[src/rtl/mchan_arb_pkg.sv]
// Shared types for the multi-channel round-robin arbiter: output buffer entry
// layout (default-configuration widths) and the lock FSM state encoding.
package mchan_arb_pkg;

    localparam int unsigned ARB_DATA_W = 32;
    localparam int unsigned ARB_ID_W   = 4;
    localparam int unsigned ARB_IDX_W  = 2;

    typedef struct packed {
        logic [ARB_DATA_W-1:0] data;
        logic [ARB_ID_W-1:0]   id;
        logic [ARB_IDX_W-1:0]  idx;
    } arb_entry_t;

    typedef enum logic [0:0] {
        LOCK_UNLOCKED = 1'b0,
        LOCK_LOCKED   = 1'b1
    } lock_state_e;

endpackage

[src/rtl/mchan_arb_out_buf.sv]
// Two-entry output FIFO with registered head, valid and full indications.
// The entry type is a parameter so the top can size it to its own widths.
module mchan_arb_out_buf
    import mchan_arb_pkg::*;
#(
    parameter type entry_t = arb_entry_t
) (
    input  logic   clk,
    input  logic   rst_n,
    input  logic   push,
    input  entry_t push_entry,
    input  logic   pop,
    output logic   valid,
    output logic   full,
    output entry_t head
);

    entry_t     mem_r [2];
    entry_t     mem_nxt_s [2];
    entry_t     head_r;
    logic       wr_ptr_r;
    logic       rd_ptr_r;
    logic       wr_nxt_s;
    logic       rd_nxt_s;
    logic [1:0] count_r;
    logic [1:0] cnt_nxt_s;
    logic       valid_r;
    logic       push_s;
    logic       pop_s;

    // Next-state computation for storage, pointers and occupancy.
    always_comb begin
        mem_nxt_s = mem_r;
        wr_nxt_s  = wr_ptr_r;
        rd_nxt_s  = rd_ptr_r;
        push_s    = push && (count_r != 2'd2);
        pop_s     = pop && (count_r != 2'd0);
        if (push_s) begin
            mem_nxt_s[wr_ptr_r] = push_entry;
            wr_nxt_s            = ~wr_ptr_r;
        end else begin
            wr_nxt_s = wr_ptr_r;
        end
        if (pop_s) begin
            rd_nxt_s = ~rd_ptr_r;
        end else begin
            rd_nxt_s = rd_ptr_r;
        end
        case ({push_s, pop_s})
            2'b10:   cnt_nxt_s = count_r + 2'd1;
            2'b01:   cnt_nxt_s = count_r - 2'd1;
            default: cnt_nxt_s = count_r;
        endcase
    end

    // State registers; head and valid are loaded from next state so outputs stay registered.
    always_ff @(posedge clk or negedge rst_n) begin
        if (!rst_n) begin
            mem_r[0] <= '0;
            mem_r[1] <= '0;
            head_r   <= '0;
            wr_ptr_r <= 1'b0;
            rd_ptr_r <= 1'b0;
            count_r  <= 2'd0;
            valid_r  <= 1'b0;
        end else begin
            mem_r    <= mem_nxt_s;
            head_r   <= mem_nxt_s[rd_nxt_s];
            wr_ptr_r <= wr_nxt_s;
            rd_ptr_r <= rd_nxt_s;
            count_r  <= cnt_nxt_s;
            valid_r  <= (cnt_nxt_s != 2'd0);
        end
    end

    assign valid = valid_r;
    assign full  = (count_r == 2'd2);
    assign head  = head_r;

endmodule

[src/rtl/mchan_rr_arb_sched.sv]
// Round-robin arbiter feeding a 2-entry output buffer with 1-cycle latency.
// Define MCHAN_ARB_LOCK_EN to add per-requester lock (grant holding) support.
module mchan_rr_arb_sched
    import mchan_arb_pkg::*;
#(
    parameter int unsigned N_REQ      = 4,
    parameter int unsigned DATA_WIDTH = 32,
    parameter int unsigned ID_WIDTH   = 4
) (
    input  logic                                clk,
    input  logic                                rst_n,
    input  logic [N_REQ-1:0]                    req_i,
    output logic [N_REQ-1:0]                    gnt_o,
    input  logic [N_REQ-1:0][DATA_WIDTH-1:0]    data_i,
    input  logic [N_REQ-1:0][ID_WIDTH-1:0]      id_i,
`ifdef MCHAN_ARB_LOCK_EN
    input  logic [N_REQ-1:0]                    lock_i,
`endif
    output logic                                req_o,
    input  logic                                gnt_i,
    output logic [DATA_WIDTH-1:0]               data_o,
    output logic [ID_WIDTH-1:0]                 id_o,
    output logic [$clog2(N_REQ)-1:0]            port_o
);

    localparam int unsigned IDX_W = $clog2(N_REQ);
    localparam logic [IDX_W-1:0] IDX_ZERO = IDX_W'(0);
    localparam logic [IDX_W-1:0] IDX_ONE  = IDX_W'(1);

    typedef struct packed {
        logic [DATA_WIDTH-1:0] data;
        logic [ID_WIDTH-1:0]   id;
        logic [IDX_W-1:0]      idx;
    } entry_t;

    logic [IDX_W-1:0] ptr_r;
    logic [N_REQ-1:0] elig_s;
    logic [N_REQ-1:0] gnt_s;
    logic [IDX_W-1:0] win_idx_s;
    logic             win_found_s;
    logic             in_xfer_s;
    logic             buf_full_s;
    logic             buf_valid_s;
    entry_t           push_entry_s;
    entry_t           head_s;

`ifdef MCHAN_ARB_LOCK_EN
    lock_state_e      lock_state_r;
    logic [IDX_W-1:0] lock_owner_r;

    // While locked only the owner is eligible.
    always_comb begin
        elig_s = {N_REQ{1'b0}};
        if (lock_state_r == LOCK_LOCKED) begin
            elig_s[lock_owner_r] = req_i[lock_owner_r];
        end else begin
            elig_s = req_i;
        end
    end

    // Lock FSM: a locked transfer claims the arbiter, an unlocked owner transfer releases it.
    always_ff @(posedge clk or negedge rst_n) begin
        if (!rst_n) begin
            lock_state_r <= LOCK_UNLOCKED;
            lock_owner_r <= IDX_ZERO;
        end else begin
            case (lock_state_r)
                LOCK_UNLOCKED: begin
                    if (in_xfer_s && lock_i[win_idx_s]) begin
                        lock_state_r <= LOCK_LOCKED;
                        lock_owner_r <= win_idx_s;
                    end
                end
                LOCK_LOCKED: begin
                    if (in_xfer_s && !lock_i[win_idx_s]) begin
                        lock_state_r <= LOCK_UNLOCKED;
                    end
                end
                default: begin
                    lock_state_r <= LOCK_UNLOCKED;
                    lock_owner_r <= IDX_ZERO;
                end
            endcase
        end
    end
`else
    // Pure round robin: every request is eligible.
    always_comb begin
        elig_s = req_i;
    end
`endif

    // First eligible index at or after ptr, wrapping through the power-of-2 index width.
    always_comb begin
        logic [IDX_W-1:0] cand_v;
        cand_v      = IDX_ZERO;
        win_found_s = 1'b0;
        win_idx_s   = IDX_ZERO;
        for (int i = 0; i < N_REQ; i++) begin
            cand_v = ptr_r + IDX_W'(i);
            if (!win_found_s && elig_s[cand_v]) begin
                win_found_s = 1'b1;
                win_idx_s   = cand_v;
            end else begin
                win_found_s = win_found_s;
            end
        end
    end

    // Grant is suppressed in reset and whenever the buffer is full.
    always_comb begin
        gnt_s = {N_REQ{1'b0}};
        if (win_found_s && !buf_full_s && rst_n) begin
            gnt_s[win_idx_s] = 1'b1;
        end else begin
            gnt_s = {N_REQ{1'b0}};
        end
    end

    assign in_xfer_s = |gnt_s;
    assign gnt_o     = gnt_s;

    // Capture the winning requester's payload for the buffer.
    always_comb begin
        push_entry_s.data = data_i[win_idx_s];
        push_entry_s.id   = id_i[win_idx_s];
        push_entry_s.idx  = win_idx_s;
    end

    // Round-robin pointer moves past the winner only on an accepted transfer.
    always_ff @(posedge clk or negedge rst_n) begin
        if (!rst_n) begin
            ptr_r <= IDX_ZERO;
        end else if (in_xfer_s) begin
            ptr_r <= win_idx_s + IDX_ONE;
        end
    end

    mchan_arb_out_buf #(
        .entry_t (entry_t)
    ) u_out_buf (
        .clk        (clk),
        .rst_n      (rst_n),
        .push       (in_xfer_s),
        .push_entry (push_entry_s),
        .pop        (gnt_i),
        .valid      (buf_valid_s),
        .full       (buf_full_s),
        .head       (head_s)
    );

    assign req_o  = buf_valid_s;
    assign data_o = head_s.data;
    assign id_o   = head_s.id;
    assign port_o = head_s.idx;

endmodule
[config.mk]
export PLATFORM = sky130hd
export DESIGN_NAME = mchan_rr_arb_sched
export DESIGN_NICKNAME = d
export VERILOG_FILES = /design/src/rtl/mchan_arb_pkg.sv /design/src/rtl/mchan_arb_out_buf.sv /design/src/rtl/mchan_rr_arb_sched.sv
export SDC_FILE = /design/constraint.sdc
export NUM_CORES = 1
export LEC_CHECK = 0
export BUFFER_PORTS_ARGS = -buffer_cell sky130_fd_sc_hd__buf_2
export CORE_AREA = 2 2 121 123
export CTS_CLUSTER_SIZE = 16
export DETAILED_ROUTE_END_ITERATION = 7
export DIE_AREA = 0 0 123 125
export PLACE_DENSITY = 0.76
export SYNTH_ARGS = -nofsm -noshare
export SYNTH_HDL_FRONTEND = slang
export SYNTH_SLANG_ARGS = --single-unit
[constraint.sdc]
create_clock -name clk -period 2.2 [get_ports clk]
set_clock_uncertainty 0.1 [all_clocks]
set_input_delay 0.11 -clock clk [delete_from_list [all_inputs] [get_ports clk]]
set_output_delay 0.11 -clock clk [all_outputs]
set_load 0.01 [all_outputs]
==> metrics.txt <==
layout cells sized above 1 37.4%; synthesized instance count 684; total wire length 20,000 µm; Starting Density 49.0%; RSZ-0062 raised after global routing yes; core area 14,200 µm²; Post-synth EDFFs 0; DIE WIDTH 123 µm; ANT nets after route 0; worst r2r src ptr_r[0]; worst slew pin tran 844 ps; r2r endpoint u_out_buf.head[3]; vias in the first global route 6,591; critical path's slowest cell o32a_2; worst endpoint required time 1990 ps; Post-Syn Nets 836; asr flop ratio synth 100%; outcome complete, no violations; First-pass DRT Iterations 7; mapped cell area 6960 µm²; DRC viols 0; CTS tree done; via count 6,433; R2R setup slack 80 ps; antenna violations before repair 1; largest family of logic cells by synthesized area compound AO/OA/AOI/OAI gates; max-cap violations 0; top-area cell type share of the netlist area 43.5%; CP arrival 1930 ps; Synth Area in Adders 0.180%; full die area 15,400 µm²; Hold Path End u_out_buf.head[18]; Final setup viols 0; CP endpoint kind output port; top_reg_cell synth dfrtp_1; Tot GR Track Use 27.0%; sequential share of the synthesized area 43.5%; worst skew pair latency 410 ps; global route overflow 0; drt initial violations 520; Area Overhead vs Synth 35.1%; FF-to-FF path depth 7; CTS Buf Count 17; Fill cells 1,140; hold path cells 3; mux share of post-synthesis cell area 0%; Setup crit start kind register; Ports 194; power per standard cell area 1530 nW/µm²; Synth area leaders dfrtp_1 44%, a211oi_2 12%, o31ai_1 12%; Root Buffer Master clkbuf_16; maximum clock path buffer count 2; static leakage 4.27 nW; hold path start data_i[76]; DR vias/cell 5.77; Port-buffer cells 193; chip height 125 µm; relative slew slack 43.7%; GP Congestion 0.793; #FFs+latches synth 121; period utilisation layout 97.3%; worst hold path type in -> reg; cell taking the most area after synthesis dfrtp_1; cell row count 44; WL/cell 18.0 µm; Netlist cell types 40; DP HPWL 12,200 µm; final core utilization 66.2%; cell breakdown of the critical path buf_4 -> a21oi_4 -> o32a_2 -> nor3_1 -> buf_2; final number of max-transition violations 0; clock-pin slew on the worst setup and hold paths 50 ps; XOR/XNOR Fraction of Synth Area 1.06%; post-synthesis compound-gate area fraction 38.6%; Sink Count 121; Yosys warning count 0; Max Clk Rate 467 MHz; Worst Path Max Fanout 8; first-pass GRT wire length 32,400 µm; Final Critical Period 2140 ps; Final Hold Fails 0; peak supply drop 0.791 mV; syn avg cell area 10.2 µm²; setup TNS 0 ps; Final #Nets 1,068; Crit path largest cell delay 500 ps; largest net degree at the start of global routing 67; Crit Path Category reg -> out; Post-Synth Simple-Gate Area 10.6%; H-tree levels 4
[worst max-delay path, delay by kind of cell (launching register included)]
| kind | cells | cell delay (ps) |
|---|---|---|
| flip-flops | 1 | 430 |
| AND/OR/NAND/NOR | 1 | 200 |
| buffers and inverters | 2 | 320 |
| AO/OA/AOI/OAI | 2 | 560 |
[synthesized netlist by cell type, types with 3 or more instances]
master	count
o31ai_1	109
a21oi_1	3
a211oi_1	3
o21a_1	72
o21ai_0	6
nand2_1	151
buf_2	23
or2_2	3
a211oi_2	69
nand2b_1	5
o211ai_1	3
dfrtp_1	121
buf_4	9
nor2_1	8
clkbuf_1	17
a21o_1	36
xnor2_1	3
buf_6	14
[cell type report]
| class | instances | area [µm²] | share of cell area (%) |
|---|---|---|---|
| flip-flops and latches | 121 | 3030 | 32.2 |
| repair buffers | 275 | 1880 | 20.0 |
| well taps | 184 | 230 | 2.45 |
| clock buffers | 21 | 480 | 5.11 |
| diodes | 1 | 2.50 | 0.0266 |
| clock inverters | 11 | 214 | 2.27 |
| multi-input cells | 496 | 3540 | 37.7 |
| inverters | 5 | 23.8 | 0.253 |
[how the worst max path moves through the flow]
stage / end / start / cells after the start
final: gnt_o[1] / ptr_r[1] / 5
after floorplan: u_out_buf.valid / u_out_buf.count_r[0] / 9
after global routing: gnt_o[1] / ptr_r[1] / 5
after global placement: u_out_buf.head[28] / u_out_buf.count_r[1] / 6
after CTS: u_out_buf.head[29] / u_out_buf.count_r[1] / 6
after detailed placement: u_out_buf.head[29] / u_out_buf.count_r[1] / 6
[cell families after synthesis]
kind of cell	after synthesis
AO/OA/AOI/OAI	310
AND/OR/NAND/NOR	178
buffers and inverters	68
XOR/XNOR	6
flip-flops	121
adder cells (fa/ha/maj)	1
[state kept, by name, indices dropped and copies added, names as in the netlist]
signal              count
u_out_buf.head         38
u_out_buf.count_r       2
u_out_buf.wr_ptr_r      1
u_out_buf.mem_r        76
u_out_buf.rd_ptr_r      1
ptr_r                   2
u_out_buf.valid         1
[repair_timing]
| item | 4_1_cts | 5_1_grt |
|---|---|---|
| setup buffers | 1 | 5 |
| endpoints found under the setup margin | 5 | 22 |
| resized for setup | 1 | 1 |
| hold endpoints to repair | 108 | 0 |
| gates cloned | 1 | 0 |
| pin swaps | 2 | 1 |
| hold buffers | 50 | 0 |
[placed cells by master (no fill, tap or decap), drive strengths merged]
cell / n
nand3: 1
xnor2: 4
dfrtp: 121
o31ai: 109
xnor3: 1
a21o: 36
or2: 4
diode: 1
o211ai: 3
nor3: 2
o32ai: 1
o311a: 1
a311o: 2
buf: 225
clkinv: 2
xor2: 1
nand2: 153
a21oi: 4
a22oi: 1
a211oi: 72
o21a: 73
and4: 3
o32a: 1
o21ai: 7
nor2: 10
ha: 1
nand2b: 5
bufinv: 6
nor2b: 1
clkbuf: 21
dlygate4sd3: 50
clkinvlp: 2
inv: 6
[power by group]
part | switching [mW] | internal (mW) | leakage [nW]
Combinational | 4.30 | 3.04 | 2.43
Clock | 0.993 | 2.24 | 0.336
Sequential | 0.518 | 3.33 | 1.50
[stage by stage]
| step | std cells | area (µm²) | power (mW) | worst slack (ps) | hold slack (ps) |
|---|---|---|---|---|---|
| 4_1_cts | 1108 | 9360 | 14.4 | 21.9 | 0.205 |
| 6_report | 1114 | 9410 | 14.4 | 59.5 | 10.9 |
| 3_5_place_dp | 1024 | 8150 | 11.0 | 19.7 | 205 |
| 2_1_floorplan | 684 | 6960 | 8.89 | 335 | -286 |
| 3_3_place_gp | 1024 | 8150 | 10.8 | 56.1 | 209 |
| 5_1_grt | 1114 | 9410 | 15.4 | -13.4 | 4.60 |
[layer usage]
metal | up-vias | share of wire (%) | track usage [%] | wire length [µm]
met1 | 3137 | 42 | 32.7 | 8380
met2 | 235 | 50 | 45.9 | 9940
met5 | - | 0 | 0 | 0
met3 | 48 | 5.1 | 5.79 | 1020
li1 | 3013 | - | - | -
met4 | 0 | 3.3 | 12.0 | 669
Power figures use the tool's default switching activity.
